**config.mk**
```make
export PLATFORM = sky130hd
export DESIGN_NAME = caesar_clk_gate_ctrl
export DESIGN_NICKNAME = d
export VERILOG_FILES = /design/src/rtl/caesar_clk_gate_ctrl.sv
export SDC_FILE = /design/constraint.sdc
export NUM_CORES = 1
export LEC_CHECK = 0
export ABC_AREA = 0
export ABC_CLOCK_PERIOD_IN_PS = 5100
export CAP_MARGIN = 20
export CORE_MARGIN = 5
export CORE_UTILIZATION = 55
export CTS_CLUSTER_DIAMETER = 50
export DETAILED_ROUTE_END_ITERATION = 10
export PLACE_DENSITY = 0.75
export SYNTH_ARGS = -nofsm -noshare
export SYNTH_HDL_FRONTEND = slang
export SYNTH_SLANG_ARGS = --single-unit
```
**constraint.sdc**
```tcl
create_clock -name clk_i -period 5.1 [get_ports clk_i]
set_input_delay 1.02 -clock clk_i [delete_from_list [all_inputs] [get_ports clk_i]]
set_output_delay 1.02 -clock clk_i [all_outputs]
set_load 0.02 [all_outputs]
```
**src/rtl/caesar_clk_gate_ctrl.sv**
```systemverilog
// rtl/caesar_clk_gate_ctrl.sv - multi-channel clock-gating controller with idle auto-gating and wake handshake
module caesar_clk_gate_ctrl #(
  parameter int NCH      = 4,
  parameter int IDLE_W   = 8,
  parameter int WAKE_LAT = 2
) (
  input  logic              clk_i,
  input  logic              rst_i,
  input  logic              scan_cg_en_i,
  input  logic [IDLE_W-1:0] cfg_idle_thr_i,
  input  logic [NCH-1:0]    cfg_auto_en_i,
  input  logic [NCH-1:0]    sw_en_i,
  input  logic [NCH-1:0]    busy_i,
  input  logic [NCH-1:0]    wake_req_i,
  output logic [NCH-1:0]    wake_ack_o,
  output logic [NCH-1:0]    gated_o,
  output logic [NCH-1:0]    clk_o
);

  localparam logic [1:0] ST_RUN   = 2'd0;
  localparam logic [1:0] ST_GATED = 2'd1;
  localparam logic [1:0] ST_WAKE  = 2'd2;

  localparam int WW = (WAKE_LAT > 1) ? $clog2(WAKE_LAT) : 1;
  localparam logic [WW-1:0]     WAKE_LAST = WW'(WAKE_LAT - 1);
  localparam logic [IDLE_W-1:0] IDLE_MAX  = {IDLE_W{1'b1}};

  // A zero threshold behaves like one; compare one bit wider so idle+1 cannot wrap.
  logic [IDLE_W:0] thr_eff;
  assign thr_eff = (cfg_idle_thr_i == '0) ? (IDLE_W+1)'(1) : {1'b0, cfg_idle_thr_i};

  for (genvar c = 0; c < NCH; c++) begin : g_ch
    logic [1:0]        state_q, state_d;
    logic [IDLE_W-1:0] idle_q, idle_d;
    logic [WW-1:0]     wake_q, wake_d;
    logic [IDLE_W:0]   idle_inc;
    logic              act;
    logic              en_q;
    logic              lat;

    assign act      = busy_i[c] | sw_en_i[c] | wake_req_i[c];
    assign idle_inc = {1'b0, idle_q} + (IDLE_W+1)'(1);

    always_comb begin
      state_d = state_q;
      idle_d  = idle_q;
      wake_d  = wake_q;
      case (state_q)
        ST_RUN: begin
          if (act) begin
            idle_d = '0;
          end else if (cfg_auto_en_i[c] && (idle_inc >= thr_eff)) begin
            state_d = ST_GATED;
            idle_d  = '0;
          end else if (idle_q != IDLE_MAX) begin
            idle_d = idle_inc[IDLE_W-1:0];
          end
        end
        ST_GATED: begin
          if (act || !cfg_auto_en_i[c]) begin
            state_d = ST_WAKE;
            wake_d  = '0;
          end
        end
        ST_WAKE: begin
          if (wake_q == WAKE_LAST) begin
            state_d = ST_RUN;
            idle_d  = '0;
          end else begin
            wake_d = wake_q + WW'(1);
          end
        end
        default: state_d = ST_RUN;
      endcase
    end

    always_ff @(posedge clk_i) begin
      if (rst_i) begin
        state_q <= ST_RUN;
        idle_q  <= '0;
        wake_q  <= '0;
        en_q    <= 1'b1;
      end else begin
        state_q <= state_d;
        idle_q  <= idle_d;
        wake_q  <= wake_d;
        en_q    <= (state_d != ST_GATED);
      end
    end

    // Low-phase latch keeps enable changes away from the high phase of clk_o.
    always_latch begin
      if (!clk_i) lat = en_q | scan_cg_en_i;
    end

    assign clk_o[c]      = clk_i & lat;
    assign wake_ack_o[c] = (state_q == ST_RUN);
    assign gated_o[c]    = (state_q == ST_GATED);
  end

endmodule
```
Word level (Yosys, flattened, before mapping)

Index checks and enable logic that the tools add are counted.

$add $sub $neg: 8
Order comparisons: 4
Equality and inequality tests: 28
Mux-type cells: 57
Bitwise gates (word level): 16
Reductions and logical operators: 33

Operators with widths:

| kind                                                                   | number |
|---|---|
| 8-bit 2-to-1 mux                                                       | 17 |
| 8-bit case mux with 2 select lines                                     | 4 |
| 8-bit by 1-bit adder with 9-bit output (second input constant)         | 4 |
| 9-bit by 8-bit >= comparator with 1-bit output                         | 4 |
| 2-bit 2-to-1 mux                                                       | 16 |
| 8-bit != test (second input constant)                                  | 4 |
| 2-bit case mux with 3 select lines                                     | 4 |
| 2-bit by 1-bit != test with 1-bit output (second input constant)       | 8 |
| 4-bit by 1-bit != test with 1-bit output (second input constant)       | 4 |
| 2-bit nonzero test                                                     | 8 |
| 1-bit 2-to-1 mux                                                       | 12 |
| 1-bit bitwise OR                                                       | 12 |
| 3-bit AND reduction                                                    | 4 |
| 2-bit by 1-bit equality test with 1-bit output (second input constant) | 4 |
| 2-bit equality test (second input constant)                            | 4 |
| 2-bit zero test                                                        | 4 |
| 8-bit zero test                                                        | 1 |
| 2-bit != test (second input constant)                                  | 4 |
| 1-bit case mux with 2 select lines                                     | 4 |
| 2-bit AND reduction                                                    | 4 |
| 1-bit adder (second input constant)                                    | 4 |
| 1-bit bitwise AND                                                      | 4 |
| 1-bit logical AND                                                      | 4 |
| 1-bit zero test                                                        | 4 |
| 1-bit logical OR                                                       | 4 |

Register bits after elaboration: 48
Bits in latches: 4
Input port bits: 27
Output and inout port bits: 12
Word-level logic and storage cells: 166

Depth between registers and ports, before layout

Word-level depth: 8
Depth in mapped cells: 12
Gate-level depth less buffers: 12

==> results.json <==
{
  "cts_resized": 4,
  "min_to": "g_ch[1].idle_q[1]",
  "io_pins": 39,
  "synth_area_mm2": 0.00333,
  "dp_hpwl_um": 5780,
  "cp-start-kind": "latch",
  "rsz0062_at_grt": "false",
  "placed_area_mm2": 0.00379,
  "leakage_nw": 1.64,
  "synth_top_area_share_pct": 28.9,
  "status": "finished, final reports clean",
  "cts_tree": "yes",
  "routedWlPerCell_um": 14.8,
  "grt_use_total_pct": 22.1,
  "yosys.area.top_type": "dfxtp_1",
  "grt_max_degree": 18,
  "avgViaCountPerCell": 5.85,
  "std_cell_rows": 28,
  "hold_ws_ns": 0.478,
  "portBuffers": 38,
  "vias": 3112,
  "nFillCells": 498,
  "synth_fp_nets": 468,
  "slowest_stage": "dlxtn_1",
  "yosysUniqueCellTypes": 50,
  "hp-class": "flop to flop",
  "initial_core_util_pct": 56.2,
  "ys_seq_elements": 52,
  "dp_cells": 519,
  "reg2reg_from": "g_ch[0].en_q",
  "crit_chain": "and2_1 -> dlygate4sd2_1",
  "insertion_delay_ns": 0.42,
  "wirelength_um": 7880,
  "worstPathArrival_ns": 3.83,
  "antenna_found_initial": 0,
  "r2r_cells": 1,
  "fin_skew_ns": 0.0135,
  "grt_pass1_vias": 3087,
  "ir_drop_v": 0.000331,
  "gr-total-overflow": 0,
  "tightest_slew_ns": 0.954,
  "cp_max_fo": 1,
  "synthTopCellsByCount": "dfxtp_1, nor2_1, nand2_1, ha_1, inv_1",
  "hold_start": "g_ch[1].idle_q[1]",
  "ff2ff_setup_slack_ns": 1.99,
  "synth_cells": 409,
  "timing.critical_path.buf_inv": 1,
  "relSlewSlack_pct": 36.4,
  "die_h_um": 87.8,
  "antenna_cells": 0,
  "postCtsSetupBuffers": 0,
  "fin_nets": 514,
  "grt_pass1_wl_um": 13700,
  "synth_edf_count": 0,
  "clkTransAtPathRegs_ns": 0.09,
  "antenna_left": 0,
  "drcViolationCount": 0,
  "drive_gt1_share_pct": 5.25,
  "cp-end-kind": "output pin",
  "drt_iter0_drc": 142,
  "yosys_warnings": 0,
  "area_growth_pct": 18.6,
  "synth_ff_type": "dfxtp_1",
  "synth_area_leaders": "dfxtp_1, ha_1, nor2_1, nand2_1, xnor2_1",
  "finalWeightedCongestion": 0.837,
  "fin_cells": 532,
  "cap_violations": 0,
  "startpoint": "g_ch[1].lat",
  "dieWidth_um": 87.8,
  "max_stage_delay_ns": 0.39,
  "crit_required_ns": 4.08,
  "reg2reg_to": "g_ch[0].lat",
  "worstHoldPathCells": 2,
  "hold_violations": 0,
  "power.total_uw": 962,
  "power-per-cell-area_mw_per_mm2": 244,
  "dr.pass1.iters": 4,
  "design_area_mm2": 0.00395,
  "yosys.cell_count.top_type": "dfxtp_1",
  "core_region_area_mm2": 0.00592,
  "setup_violations": 0,
  "critPathTopFamily": "latches",
  "async_reset_ff_share_pct": 0,
  "slew_violations": 0,
  "dieArea_mm2": 0.00771,
  "crit_type": "latch to output pin",
  "setup_tns_ns": 0,
  "cts_hold_buf": 0,
  "syn_area_per_cell_um2": 8.14
}
sequential cells by signal, indices dropped and copies added (netlist names):
signal and count:
g_ch.wake_q 4, g_ch.en_q 4, g_ch.lat 4, g_ch.state_q 8, g_ch.idle_q 32
area by class of cell:
class | count | area, um2 | share of cell area [%]
clock buffers | 15 | 166 | 4.21
clock inverters | 2 | 35.0 | 0.887
inverters | 28 | 105 | 2.66
multi-input cells | 325 | 2180 | 55.2
flip-flops and latches | 52 | 1020 | 25.8
well taps | 75 | 93.8 | 2.38
repair buffers | 35 | 348 | 8.81
power by group:
group,switching (mW),leakage (nW),total [mW],internal [mW]
clock network,0.228,0.115,0.490,0.262
logic,0.0386,1.10,0.0736,0.0350
registers,0.00145,0.421,0.398,0.397
routing by layer:
| metal | track usage, % | wire (um) |
|---|---|---|
| met3 | 5.83 | 378 |
| met2 | 35.2 | 3560 |
| met1 | 28.6 | 3820 |
| met5 | 0 | 0 |
| met4 | 7.95 | 121 |
cell usage in the layout, fill, tap and decap left out, drive strengths merged, types with 7 or more instances in the layout:
master and instances:
dfxtp 48, nor2 34, clkdlybuf4s50 34, nand2 33, ha 32, o21ai 29
inv 28, nor3 22, nand3 21, a21oi 18, xnor2 14, nand2b 12
o22ai 11, clkbuf 11, nor2b 10, a22oi 9, o31ai 7
through the flow:
stage	utilization [%]	setup slack, ns
after floorplan	-	0.943
after global placement	64.0	0.474
after detailed placement	64.0	0.469
after CTS	66.7	0.236
after global routing	66.7	0.204
final	66.7	0.254
cell families after synthesis:
logic type                 after synthesis  synth area share (%)
muxes                                    2                 0.601
DFF                                     48                  28.9
adders and majority gates               34                  12.6
AOI/OAI and AO/OA                      100                  21.2
and+or+nand+nor                        169                  25.8
xor gates and xnor gates                20                  5.26
buffers and inverters                   32                  3.83
latches                                  4                  1.80
worst max path at each step:
stage | end | slack (ns) | cells past startpoint
2_1_floorplan | clk_o[0] | 0.94 | 1
3_3_place_gp | clk_o[0] | 0.47 | 2
3_5_place_dp | clk_o[0] | 0.47 | 2
4_1_cts | clk_o[1] | 0.24 | 2
5_1_grt | clk_o[3] | 0.20 | 2
6_report | clk_o[1] | 0.25 | 2
No activity file was read; power rests on OpenSTA's default activity.
